$ cat src/rtl/simaudio_i2s_main_pkg.sv
// Shared constants and slot helpers for the simulated-audio I2S master.
package simaudio_i2s_main_pkg;

    localparam int WIDTH_DEF    = 24;
    localparam int SLOT_DEF     = 32;
    localparam int BCLK_DIV_DEF = 4;

    typedef enum logic {
        CH_LEFT  = 1'b0,
        CH_RIGHT = 1'b1
    } chan_e;

    function automatic int slot_pos(input int b, input int slot);
        return (b >= slot) ? b - slot : b;
    endfunction

    function automatic chan_e chan_of(input int b, input int slot);
        return (b >= slot) ? CH_RIGHT : CH_LEFT;
    endfunction

    // Standard I2S one-bit delay: data sits at slot positions 1..width.
    function automatic logic is_data_pos(input int s, input int width);
        return (s >= 1) && (s <= width);
    endfunction

endpackage

$ cat src/rtl/simaudio_i2s_main_if.sv
// Serial I2S bus between the FPGA master and the ADC/DAC codec.
interface simaudio_i2s_main_if;

    logic I2S_wclk_out;
    logic I2S_bclk_out;
    logic I2S_din0;
    logic dout;

    modport master (
        output I2S_wclk_out,
        output I2S_bclk_out,
        output dout,
        input  I2S_din0
    );

    modport slave (
        input  I2S_wclk_out,
        input  I2S_bclk_out,
        input  dout,
        output I2S_din0
    );

endinterface

$ cat src/rtl/simaudio_i2s_main_clkgen.sv
// Bit/word clock generator: divides mclk into bclk, counts bit positions in the frame,
// and exposes one-cycle strobes for the mclk cycles in which bclk rises and falls.
module simaudio_i2s_main_clkgen #(
    parameter int SLOT     = 32,
    parameter int BCLK_DIV = 4
) (
    input  logic                        clk,
    input  logic                        rst,
    output logic                        bclk,
    output logic                        wclk,
    output logic                        rise,
    output logic                        fall,
    output logic [$clog2(2*SLOT)-1:0]   bit_cnt,
    output logic [$clog2(2*SLOT)-1:0]   bit_nxt
);

    localparam int DW = (BCLK_DIV > 2) ? $clog2(BCLK_DIV) : 1;
    localparam int BW = $clog2(2 * SLOT);

    localparam logic [DW-1:0] DIV_HALF = DW'(BCLK_DIV / 2 - 1);
    localparam logic [DW-1:0] DIV_LAST = DW'(BCLK_DIV - 1);
    localparam logic [BW-1:0] BIT_LAST = BW'(2 * SLOT - 1);
    localparam logic [BW-1:0] SLOT_B   = BW'(SLOT);

    logic [DW-1:0] div;

    // bclk is always low at the half count and high at the last count, so the
    // two toggle points are exactly the rise and fall.
    assign rise    = (div == DIV_HALF);
    assign fall    = (div == DIV_LAST);
    assign bit_nxt = (bit_cnt == BIT_LAST) ? '0 : bit_cnt + 1'b1;

    always_ff @(posedge clk or posedge rst) begin
        if (rst) begin
            div     <= '0;
            bclk    <= 1'b0;
            wclk    <= 1'b0;
            bit_cnt <= '0;
        end else begin
            div <= fall ? '0 : div + 1'b1;
            if (rise) begin
                bclk <= 1'b1;
            end
            if (fall) begin
                bclk    <= 1'b0;
                bit_cnt <= bit_nxt;
                wclk    <= (bit_nxt >= SLOT_B);
            end
        end
    end

endmodule

$ cat src/rtl/simaudio_i2s_main.sv
// I2S master: generates bclk/wclk from mclk, captures stereo ADC words on I2S_din0 and
// replays each one on dout a frame later in the same channel slot.
module simaudio_i2s_main
    import simaudio_i2s_main_pkg::*;
#(
    parameter int WIDTH    = WIDTH_DEF,
    parameter int SLOT     = SLOT_DEF,
    parameter int BCLK_DIV = BCLK_DIV_DEF
) (
    input  logic                mclk_in,
    input  logic                rst,
    simaudio_i2s_main_if.master i2s
);

    localparam int BW = $clog2(2 * SLOT);

    logic          bclk;
    logic          wclk;
    logic          rise;
    logic          fall;
    logic [BW-1:0] bit_cnt;
    logic [BW-1:0] bit_nxt;

    int    s_cur;
    int    s_nxt;
    chan_e ch_cur;
    chan_e ch_nxt;

    logic [WIDTH-2:0]      rx_sr;
    logic [WIDTH-1:0]      rx_word;
    logic [1:0][WIDTH-1:0] rx_hold;
    logic [WIDTH-1:0]      tx_sr;
    logic                  dout_q;

    simaudio_i2s_main_clkgen #(
        .SLOT     (SLOT),
        .BCLK_DIV (BCLK_DIV)
    ) u_clkgen (
        .clk     (mclk_in),
        .rst     (rst),
        .bclk    (bclk),
        .wclk    (wclk),
        .rise    (rise),
        .fall    (fall),
        .bit_cnt (bit_cnt),
        .bit_nxt (bit_nxt)
    );

    always_comb begin
        s_cur  = slot_pos(int'(bit_cnt), SLOT);
        s_nxt  = slot_pos(int'(bit_nxt), SLOT);
        ch_cur = chan_of(int'(bit_cnt), SLOT);
        ch_nxt = chan_of(int'(bit_nxt), SLOT);
    end

    assign rx_word = {rx_sr, i2s.I2S_din0};

    // Receive: shift on bclk rise, commit the full word at the last data position.
    always_ff @(posedge mclk_in or posedge rst) begin
        if (rst) begin
            rx_sr   <= '0;
            rx_hold <= '0;
        end else if (rise && is_data_pos(s_cur, WIDTH)) begin
            rx_sr <= rx_word[WIDTH-2:0];
            if (s_cur == WIDTH) begin
                rx_hold[ch_cur] <= rx_word;
            end
        end
    end

    // Transmit: each fall drives the bit for the position that is about to start.
    always_ff @(posedge mclk_in or posedge rst) begin
        if (rst) begin
            tx_sr  <= '0;
            dout_q <= 1'b0;
        end else if (fall) begin
            if (s_nxt == 0) begin
                tx_sr  <= rx_hold[ch_nxt];
                dout_q <= 1'b0;
            end else if (is_data_pos(s_nxt, WIDTH)) begin
                dout_q <= tx_sr[WIDTH-1];
                tx_sr  <= {tx_sr[WIDTH-2:0], 1'b0};
            end else begin
                dout_q <= 1'b0;
            end
        end
    end

    assign i2s.I2S_bclk_out = bclk;
    assign i2s.I2S_wclk_out = wclk;
    assign i2s.dout         = dout_q;

endmodule

$ cat src/flat_wrapper.sv
// flat-port wrapper written by rule: the top's interface ports become plain ports
module simaudio_i2s_main_flat import simaudio_i2s_main_pkg::*;
#(
    parameter int WIDTH    = WIDTH_DEF,
    parameter int SLOT     = SLOT_DEF,
    parameter int BCLK_DIV = BCLK_DIV_DEF
)
  (mclk_in, rst, i2s_I2S_wclk_out, i2s_I2S_bclk_out, i2s_dout, i2s_I2S_din0);
  simaudio_i2s_main_if i2s_i ();
  input  logic mclk_in;
  input  logic rst;
  output wire logic [$bits(i2s_i.I2S_wclk_out)-1:0] i2s_I2S_wclk_out;
  output wire logic [$bits(i2s_i.I2S_bclk_out)-1:0] i2s_I2S_bclk_out;
  output wire logic [$bits(i2s_i.dout)-1:0] i2s_dout;
  input wire logic [$bits(i2s_i.I2S_din0)-1:0] i2s_I2S_din0;
  assign i2s_I2S_wclk_out = i2s_i.I2S_wclk_out;
  assign i2s_I2S_bclk_out = i2s_i.I2S_bclk_out;
  assign i2s_dout = i2s_i.dout;
  assign i2s_i.I2S_din0 = i2s_I2S_din0;
  simaudio_i2s_main #(.WIDTH(WIDTH), .SLOT(SLOT), .BCLK_DIV(BCLK_DIV)) u_core (.mclk_in(mclk_in), .rst(rst), .i2s(i2s_i));
endmodule
$ cat config.mk
export PLATFORM = sky130hd
export DESIGN_NAME = simaudio_i2s_main_flat
export DESIGN_NICKNAME = d
export VERILOG_FILES = /design/src/rtl/simaudio_i2s_main_pkg.sv /design/src/rtl/simaudio_i2s_main_if.sv /design/src/rtl/simaudio_i2s_main_clkgen.sv /design/src/rtl/simaudio_i2s_main.sv /design/src/flat_wrapper.sv
export SDC_FILE = /design/constraint.sdc
export NUM_CORES = 1
export LEC_CHECK = 0
export BUFFER_PORTS_ARGS = -buffer_cell sky130_fd_sc_hd__buf_2
export CAP_MARGIN = 20
export CORE_ASPECT_RATIO = 0.9
export CORE_UTILIZATION = 57
export CTS_BUF_LIST = sky130_fd_sc_hd__clkbuf_4 sky130_fd_sc_hd__clkbuf_8 sky130_fd_sc_hd__clkbuf_16
export CTS_CLUSTER_SIZE = 30
export DETAILED_ROUTE_END_ITERATION = 7
export PLACE_DENSITY_LB_ADDON = 0.05
export REMOVE_ABC_BUFFERS = 1
export SLEW_MARGIN = 10
export SYNTH_ARGS = -nofsm -noshare
export SYNTH_HDL_FRONTEND = slang
export SYNTH_HIERARCHICAL = 1
export SYNTH_SLANG_ARGS = --single-unit
$ cat constraint.sdc
create_clock -name mclk_in -period 4.7 [get_ports mclk_in]
set_input_delay 0.235 -clock mclk_in [delete_from_list [all_inputs] [get_ports mclk_in]]
set_output_delay 0.235 -clock mclk_in [all_outputs]
set_load 0.02 [all_outputs]
==> summary.md, run 1 <==
| Metric | Value |
|---|---|
| Status | `finished, final reports clean` |
| Antenna cells | `0` |
| Chip width | `100 um` |
| Unrepaired setup endpoints after global routing | `no` |
| Initial antenna violation count | `0` |
| TritonCTS buffer count | `9` |
| Post-Route Setup TNS | `0 ps` |
| Clock sink count | `between 100 and 150` |
| Post-synthesis cell area | `0.00494 sq mm` |
| Leakage | `0.00257 uW` |
| Sequential cell area | `between 0.002 and 0.003 sq mm` |
| Worst skew pair latency | `about 370 ps` |
| Multi-input gate area | `slightly above 0.002 sq mm` |
| Grt total ovfl | `0` |
| Gr usage total | `0.246` |
| Worst EP arrival | `~3200 ps` |
| Crit-path slowest cell | `or4_1` |
| Crit-path max FO | `24` |
| CP most frequent cell | `and3_1` |
| Root buf cell | `clkbuf_8` |
| Detailed-route via count | `~3.2k` |
| Register area share after synthesis | `0.532` |
| Setup repair bufs after CTS | `0` |
| Post-synth top area cell | `dfrtp_1` |
| Yosys warns | `6` |
| Worst vdd ir | `0.182 mV` |
| Top FF cell, synth | `dfrtp_1` |
| CTS tree | `built` |
| Fmax | `between 0.3 and 0.4 GHz` |
| Mapped Cells | `~380` |
| Synth Area per Inst | `between 10 and 15 sq um` |
| CP startpoint | `u_core/u_clkgen/bit_cnt[0]` |
| Share of cells above drive strength 1 | `0.304` |
| Worst Path Buf+Inv | `0` |
| Critical path launch point type | `register` |
| Worst path max stage delay | `between 500 and 600 ps` |
| Routability cong. | `between 0.8 and 0.9` |
| Port bufs | `5` |
| Post-synth cell types | `39` |
| DRC | `0` |
| Final Hold Viols | `0` |
| Area Growth Syn to Fin | `6.61%` |
| Post-route ant nets | `0` |
| Drt first pass iters | `6` |
| Net count, final | `383` |
| Max Cap Violations | `0` |
| Top delay family on crit path | `simple AND/OR/NAND/NOR gates` |
| CP Cell Sequence | `ha_1 -> and3_1 -> and3_1 -> nor2_1 -> or4_1 -> o211a_1 -> a221o_1` |
| Die area | `about 0.009 sq mm` |
| Top cells by count, synth | `dfrtp_1 (105), mux2_2 (54), inv_1 (32)` |
| # IOs | `6` |
| Initial core utilization | `0.601` |
| Htree depth | `3` |
| CTS clock-pin slew for the worst setup and hold paths | `around 100 ps` |
| HP Class | `in -> reg` |
| Post-route clock period utilization | `0.632` |
| Vias in the first global route | `~3.2k` |
| Core ar. | `approximately 0.0082 sq mm` |
| Routed Wire Length | `around 10,000 um` |
| Seq cells post-synth | `between 100 and 150` |
| Fillcell total | `~650` |
| FP Rows | `31` |
| Slew headroom | `0.332` |
| Min Tclk post-route | `approximately 3000 ps` |
| WL/cell | `between 20 and 25 um` |
| Synth top area cells | `dfrtp_1 (53%), mux2_2 (12%), mux2_4 (6.1%), a221o_1 (4.7%), a222oi_1 (4.7%)` |
| Worst Path Required | `between 4000 and 5000 ps` |
| EDFF count, synth | `0` |
| DRT iter0 DRCs | `243` |
| Hold path startpoint | `i2s_I2S_din0` |
| Final Max Slew Viols | `0` |
| CTS resizes | `0` |
| First-pass GRT wire length | `between 15,000 and 20,000 um` |
| Most numerous cell in the Yosys netlist | `dfrtp_1` |
| Asr flop ratio synth | `1.00` |
| Post-CTS Hold Fix Bufs | `1` |
| Vias per inst | `6.42` |
| Die height | `about 90 um` |
| Setup violations, final | `0` |
| Hold_ws | `about 140 ps` |
| DP HPWL | `6180 um` |
| Post-synth top area share | `0.532` |
| Critical Path Sink Type | `register` |
| Clk buf depth | `2` |
| RR Startpoint | `u_core/u_clkgen/bit_cnt[0]` |
| Pwr dens | `roughly 290 mW/mm^2` |
| Worst-Margin Slew | `1000 ps` |
| Clk_skew | `around 13 ps` |
| Pin count of the biggest net entering global routing | `54` |
| Critical path class | `reg -> reg` |
==> flip-flops by register name, indices dropped and copies added (netlist names) <==
name / cells
u_core/u_clkgen/bclk: 1
u_core/u_clkgen/wclk: 1
u_core/rx_hold: 48
u_core/u_clkgen/bit_cnt: 5
u_core/tx_sr: 24
u_core/rx_sr: 23
u_core/u_clkgen/div: 2
u_core/i2s.dout: 1
==> cells by family (layout without fill, tap and decap cells) <==
group,count (synthesis),after routing,share of synthesized area
multiplexers,74,74,0.184
XOR/XNOR,5,5,0.00886
AND/OR/NAND/NOR,23,23,0.0281
adder cells (fa/ha/maj),3,3,0.00760
AO/OA/AOI/OAI,107,107,0.180
flip-flops,105,105,0.532
buffers and inverters,62,65,0.0593
==> worst paths after layout <==
kind	end	slack (ps)	cells after the start
hold reg to reg	u_core/u_clkgen/bclk	500	2
max in group asynchronous	u_core/tx_sr[18]	3170	4
hold / removal	u_core/rx_hold[24]	140	2
setup / recovery	u_core/tx_sr[22]	1730	7
setup reg to reg	u_core/tx_sr[22]	1730	7
min in group asynchronous	u_core/u_clkgen/bclk	400	3
==> worst register-to-register path, stage by stage (launching register included) <==
cell and delay, ps:
dfrtp_1 490, ha_1 270, and3_1 220, and3_1 190, nor2_1 70, or4_1 560, o211a_1 560, a221o_1 480
==> cells in the final DEF (no fill, tap or decap), drive strengths merged, types with 3 or more instances in the layout <==
master / Yosys / layout
a221o: 23 / 23
mux2: 74 / 74
buf: 14 / 16
clkbuf: 16 / 11
nand2: 4 / 4
dfrtp: 105 / 105
a222oi: 23 / 23
a31oi: 4 / 4
nor2: 4 / 4
o22ai: 21 / 21
ha: 3 / 3
inv: 32 / 33
a21boi: 23 / 23
nand3: 3 / 3
clkinv: 0 / 3
nor3: 3 / 3
xnor2: 4 / 4
and3: 3 / 3
==> area by class of cell <==
type	instances	share of cell area
Sequential cell	105	0.499
Multi-Input combinational cell	212	0.390
Clock buffer	11	0.0276
Tap cell	115	0.0273
Inverter	32	0.0233
Timing Repair Buffer	17	0.0223
Clock inverter	5	0.0102
==> where the power goes <==
part,switching (uW),leakage (uW),internal (uW)
Clock,305,0.000107,266
Combinational,23.1,0.00104,7.81
Sequential,6.38,0.00142,908
==> per-stage QoR <==
step,area [sq um],total power (uW),setup WS (ps),utilization,cells
after CTS,5270,1530,1750,0.640,497
final,5270,1520,1730,0.640,497
after detailed placement,5060,964,1770,0.615,480
after floorplan,4770,953,1540,-,349
after global routing,5270,1580,1580,0.640,497
after global placement,5060,963,1840,0.615,480
==> routing by layer <==
layer / track usage / wire, um
met5: 0 / 0
met4: 0.0580 / 85
met3: 0.0534 / 441
met2: 0.388 / 4870
met1: 0.348 / 4760
(Power assumes the default switching activity.)
==> run 2, diff against run 1 <==
==> constraint.sdc (replaced) <==
create_clock -name mclk_in -period 3.02 [get_ports mclk_in]
set_input_delay 0.151 -clock mclk_in [delete_from_list [all_inputs] [get_ports mclk_in]]
set_output_delay 0.151 -clock mclk_in [all_outputs]
set_load 0.02 [all_outputs]
==> run 2 against run 1 <==
Compared with the run above:
- register-to-register slack lost 1500 ps
- final cell count increased by 1.6%
- combinational power up 65%
- clock skew down 5.5 ps
- critical path depth is 1 higher
- via count rose by 0.25%
- setup slack worse by 1500 ps
- largest power group unchanged
- hold slack got worse by 74 ps
- highest routed layer unchanged
==> summary.md, run 2 (synthesis results as in run 1) <==
| Metric | Value |
|---|---|
| Worst vdd ir | `0.350 mV` |
| Routed Wire Length | `~10,000 um` |
| Worst Setup Slack, final | `roughly 200 ps` |
| Gr usage total | `0.246` |
| Fmax | `0.355 GHz` |
| Max reg flops | `48` |
| Final Max Slew Viols | `0` |
| Critical Path Sink Type | `register` |
| Hold_ws | `between 60 and 70 ps` |
| Htree depth | `3` |
| Met2 wire length | `~4700 um` |
| WL/cell | `between 15 and 20 um` |
| Post-CTS Hold Fix Bufs | `1` |
| Commonest non-fill, non-tap cells in the layout | `dfrtp_1 (105), mux2_2 (54), inv_1 (31)` |
| Core ar. | `0.00822 sq mm` |
| First-pass GRT wire length | `between 15,000 and 20,000 um` |
| Grt total ovfl | `0` |
| CTS clock-pin slew for the worst setup and hold paths | `~90 ps` |
| Chip width | `approximately 100 um` |
| Die area | `0.00904 sq mm` |
| Worst Path Required | `roughly 3300 ps` |
| TritonCTS buffer count | `9` |
| Worst EP arrival | `between 3000 and 4000 ps` |
| Initial antenna violation count | `0` |
| CTS tree | `built` |
| Critical path class | `reg -> reg` |
| Final Hold Viols | `0` |
| Post-Route Setup TNS | `0 ps` |
| Detailed-route via count | `3,197` |
| CTS resizes | `0` |
| Unrepaired setup endpoints after global routing | `no` |
| Worst-Margin Slew | `~1100 ps` |
| Top routing layer in use | `met4` |
| Slew headroom | `0.266` |
| Setup repair bufs after CTS | `0` |
| Post-route clock period utilization | `0.932` |
| Area Growth Syn to Fin | `8.33%` |
| Largest reg by FF count | `u_core/rx_hold` |
| Vias in the first global route | `roughly 3.1k` |
| Pwr dens | `~450 mW/mm^2` |
| Share of cells above drive strength 1 | `0.318` |
| WL met1 | `~4800 um` |
| Initial core utilization | `0.601` |
| Vias per inst | `approximately 6.3` |
| Port bufs | `5` |
| Worst skew pair latency | `370 ps` |
| Post-route ant nets | `0` |
| DP HPWL | `6300 um` |
| Root buf cell | `clkbuf_8` |
| FP Rows | `31` |
| DP Cell Count | `between 400 and 500` |
| Die height | `90.3 um` |
| Largest regs | `u_core/rx_hold x48, u_core/tx_sr x24, u_core/rx_sr x23` |
| Status | `finished, final reports clean` |
| HP Class | `in -> reg` |
| Fin cells | `about 500` |
| # IOs | `6` |
| DRC | `0` |
| Clk buf depth | `2` |
| Antenna cells | `0` |
| Commonest non-fill, non-tap cell in the layout | `dfrtp_1` |
| Crit-path max FO | `11` |
| Worst slack at placement | `256 ps` |
| Met3 WL post-DR | `335 um` |
| Max Cap Violations | `0` |
| Net count, final | `approximately 390` |
| Clock sink count | `roughly 110` |
| Critical path launch point type | `register` |
| Drt first pass iters | `5` |
| Leakage | `0.00263 uW` |
| Clk_skew | `roughly 7.5 ps` |
| Setup violations, final | `0` |
| Pin count of the biggest net entering global routing | `55` |
| DRT iter0 DRCs | `202` |
| Min Tclk post-route | `roughly 2800 ps` |
| Fin util | `0.651` |
| Routability cong. | `a little under 0.8` |
==> run 2: layout make-up <==
type                    instances  area (sq um)
clock buffers                  11           145
clock inverters                 5          78.8
fillers                       633          2870
inverters                      32           123
multi-input cells             212          2060
flip-flops and latches        105          2630
well taps                     115           144
repair buffers                 25           178
==> run 2: path summary, 6_finish.rpt <==
path | start | to | depth (start not counted) | slack [ps]
worst max-delay path | u_core/u_clkgen/bit_cnt[0] | u_core/tx_sr[18] | 8 | 200
worst min-delay path | i2s_I2S_din0 | u_core/rx_hold[0] | 2 | 60
worst max register to register | u_core/u_clkgen/bit_cnt[0] | u_core/tx_sr[18] | 8 | 200
worst min register to register | u_core/u_clkgen/div[0] | u_core/u_clkgen/div[0] | 1 | 470
max in group asynchronous | rst | u_core/tx_sr[22] | 4 | 1850
min in group asynchronous | rst | u_core/u_clkgen/wclk | 3 | 350
==> run 2: critical path, cell delays in order, from the launching register on <==
cell and delay [ps]:
dfrtp_1 490, ha_1 280, and3_1 230, and3_1 190, nor2_1 70, or4_1 560
o211a_1 320, buf_4 210, a221o_1 350
==> run 2: per-stage QoR <==
stage / cell area (sq um) / total power [uW]
2_1_floorplan: 4770 / 1480
3_3_place_gp: 5120 / 1500
6_report: 5350 / 2430
4_1_cts: 5350 / 2460
5_1_grt: 5350 / 2530
3_5_place_dp: 5120 / 1500
==> run 2: metal layers <==
layer,up-vias,global-route usage
li1,1471,-
met1,1656,0.362
met2,56,0.362
met3,14,0.0557
met4,0,0.0785
met5,-,0
==> run 2: report_power, final <==
group,total (uW),internal (uW),switching (uW)
clock,951,498,454
combinational,51.0,13.9,37.1
sequential,1420,1410,10.0
total,2430,1920,501
==> run 3, diff against run 2 <==
==> constraint.sdc (replaced) <==
create_clock -name mclk_in -period 3.59 [get_ports mclk_in]
set_input_delay 0.1795 -clock mclk_in [delete_from_list [all_inputs] [get_ports mclk_in]]
set_output_delay 0.1795 -clock mclk_in [all_outputs]
set_load 0.02 [all_outputs]
==> run 3 against run 2 <==
Compared with the run above:
- combinational power decreased by 17%
- core utilization decreased by 0.65 points
- count of clock-buffer cells in the layout decreased by 2
- clock power decreased by 24%
- sequential power decreased by 15%
- final area decreased by 1.0%
- fmax increased by 2.0%
- non-clock buffer count decreased by 3
- final cell count decreased by 0.59%
- critical endpoint unchanged
- largest power group unchanged
==> summary.md, run 3 (synthesis results as in run 1) <==
| Metric | Value |
|---|---|
| Antenna cells | `0` |
| WL/cell | `19.9 um` |
| Htree depth | `3` |
| Psw | `~440 uW` |
| Pin count of the biggest net entering global routing | `48` |
| Initial antenna violation count | `0` |
| Worst vdd ir | `between 0.2 and 0.3 mV` |
| Clk buf depth | `2` |
| Clk network pwr share | `0.369` |
| Share of cells above drive strength 1 | `0.313` |
| Final Hold Viols | `0` |
| TritonCTS buffer count | `9` |
| Net count, final | `between 300 and 400` |
| Vias per inst | `6.26` |
| Internal | `around 1500 uW` |
| Multi-input gate area | `roughly 0.0021 sq mm` |
| Core ar. | `~0.0082 sq mm` |
| Gr usage total | `0.244` |
| Worst skew pair latency | `roughly 370 ps` |
| Largest reg by FF count | `u_core/rx_hold` |
| Sequential cell area | `0.00263 sq mm` |
| CTS resizes | `0` |
| Root buf cell | `clkbuf_8` |
| RR Startpoint | `u_core/u_clkgen/bit_cnt[0]` |
| DP HPWL | `6280 um` |
| Die area | `between 0.009 and 0.01 sq mm` |
| Leakage | `0.00259 uW` |
| R2R cell count | `8` |
| Clk_skew | `roughly 14 ps` |
| FP Rows | `31` |
| Crit-path max FO | `24` |
| Post-CTS Hold Fix Bufs | `1` |
| Worst EP arrival | `3010 ps` |
| Post-route ant nets | `0` |
| Critical path launch point type | `register` |
| Pwr dens | `about 370 mW/mm^2` |
| # IOs | `6` |
| Port bufs | `5` |
| Area Growth Syn to Fin | `7.24%` |
| Sw Ratio | `0.226` |
| Commonest non-fill, non-tap cells in the layout | `dfrtp_1 (105), mux2_2 (54), inv_1 (31)` |
| R2r setup slk | `830 ps` |
| Worst Path Required | `between 3000 and 4000 ps` |
| Worst-Margin Slew | `~1100 ps` |
| Detailed-route via count | `about 3.1k` |
| Final Max Slew Viols | `0` |
| Slew headroom | `0.292` |
| Chip width | `about 100 um` |
| HP Class | `in -> reg` |
| First-pass GRT wire length | `approximately 17,000 um` |
| Worst hold endpoint | `u_core/rx_hold[24]` |
| Max reg flops | `48` |
| Min Tclk post-route | `about 2800 ps` |
| Grt total ovfl | `0` |
| Worst slack at placement | `approximately 860 ps` |
| Post-Route Setup TNS | `0 ps` |
| Hold Path Depth | `2` |
| Hold path startpoint | `i2s_I2S_din0` |
| Drt first pass iters | `5` |
| DP Cell Count | `between 400 and 500` |
| Fmax | `around 0.36 GHz` |
| Initial core utilization | `0.601` |
| DRC | `0` |
| Setup violations, final | `0` |
| Routability cong. | `approximately 0.82` |
| Critical Path Sink Type | `register` |
| Logic pwr share | `0.021` |
| Clock sink count | `around 110` |
| Sequential share of power | `0.610` |
| DRT iter0 DRCs | `220` |
| Worst Setup Slack, final | `829 ps` |
| Fin cells | `roughly 500` |
| Critical path class | `reg -> reg` |
| Commonest non-fill, non-tap cell in the layout | `dfrtp_1` |
| Fillcell total | `between 600 and 700` |
| Status | `finished, final reports clean` |
| Setup repair bufs after CTS | `0` |
| Routed Wire Length | `~10000 um` |
| CTS clock-pin slew for the worst setup and hold paths | `roughly 100 ps` |
| CTS tree | `built` |
| Die height | `around 90 um` |
| FF-to-FF End | `u_core/tx_sr[18]` |
| Max Cap Violations | `0` |
| Largest regs | `u_core/rx_hold x48, u_core/tx_sr x24, u_core/rx_sr x23` |
| Vias in the first global route | `about 3.2k` |
| Post-route clock period utilization | `0.769` |
| Unrepaired setup endpoints after global routing | `no` |
==> run 3: changes by cell type in the layout (fill, tap and decap cells not counted) <==
cell        change
buf_4           -3
clkinvlp_4      +2
bufinv_16       -1
clkbuf_4        -1
clkbuf_8        -1
clkinv_2        +1
clkinv_4        -1
inv_6           +1
==> run 3: final cells by class <==
type,count,share of cell area
inverter,32,0.0231
tap,115,0.0272
sequential,105,0.496
clock inverter,7,0.0130
timing repair buffer,22,0.0293
clock buffer,9,0.0234
multi-input combinational,212,0.388
==> run 3: metal layers <==
layer	vias up	wire length, um	GRT usage
met4	0	129	0.0713
li1	1460	-	-
met5	-	0	0
met2	54	4680	0.368
met1	1615	4770	0.352
met3	15	399	0.0573
==> run 3: per-stage QoR <==
stage | hold WS, ps | power (uW) | utilization | instance area [sq um]
3_3_place_gp | 182 | 1260 | 0.620 | 5090
4_1_cts | 71.5 | 1990 | 0.644 | 5300
6_report | 81.4 | 1960 | 0.644 | 5300
5_1_grt | 71.8 | 2050 | 0.644 | 5300
2_1_floorplan | 7.42 | 1250 | - | 4770
3_5_place_dp | 185 | 1260 | 0.620 | 5090
==> run 3: how the worst max path moves through the flow <==
stage	slack, ps	start	endpoint
6_report	830	u_core/u_clkgen/bit_cnt[0]	u_core/tx_sr[18]
4_1_cts	850	u_core/u_clkgen/bit_cnt[0]	u_core/tx_sr[18]
2_1_floorplan	430	u_core/u_clkgen/bit_cnt[4]	u_core/tx_sr[10]
5_1_grt	720	u_core/u_clkgen/bit_cnt[0]	u_core/tx_sr[18]
3_5_place_dp	860	u_core/u_clkgen/bit_cnt[0]	u_core/tx_sr[21]
3_3_place_gp	950	u_core/u_clkgen/bit_cnt[0]	u_core/tx_sr[12]
==> run 3: critical path, stage by stage, from the launching register on <==
cell     delay (ps)
dfrtp_1         510
ha_1            270
and3_1          220
and3_1          190
nor2_1           70
or4_1           560
o211a_1         230
buf_4           210
a221o_1         380
==> run 3: power by group through the flow <==
stage	Combinational, uW	Clock, uW	Sequential (uW)
4_1_cts	44.1	752	1200
6_report	42.1	725	1200
3_3_place_gp	41.6	0	1220
3_5_place_dp	43.1	0	1220
2_1_floorplan	29.8	0	1220
5_1_grt	49.8	801	1200
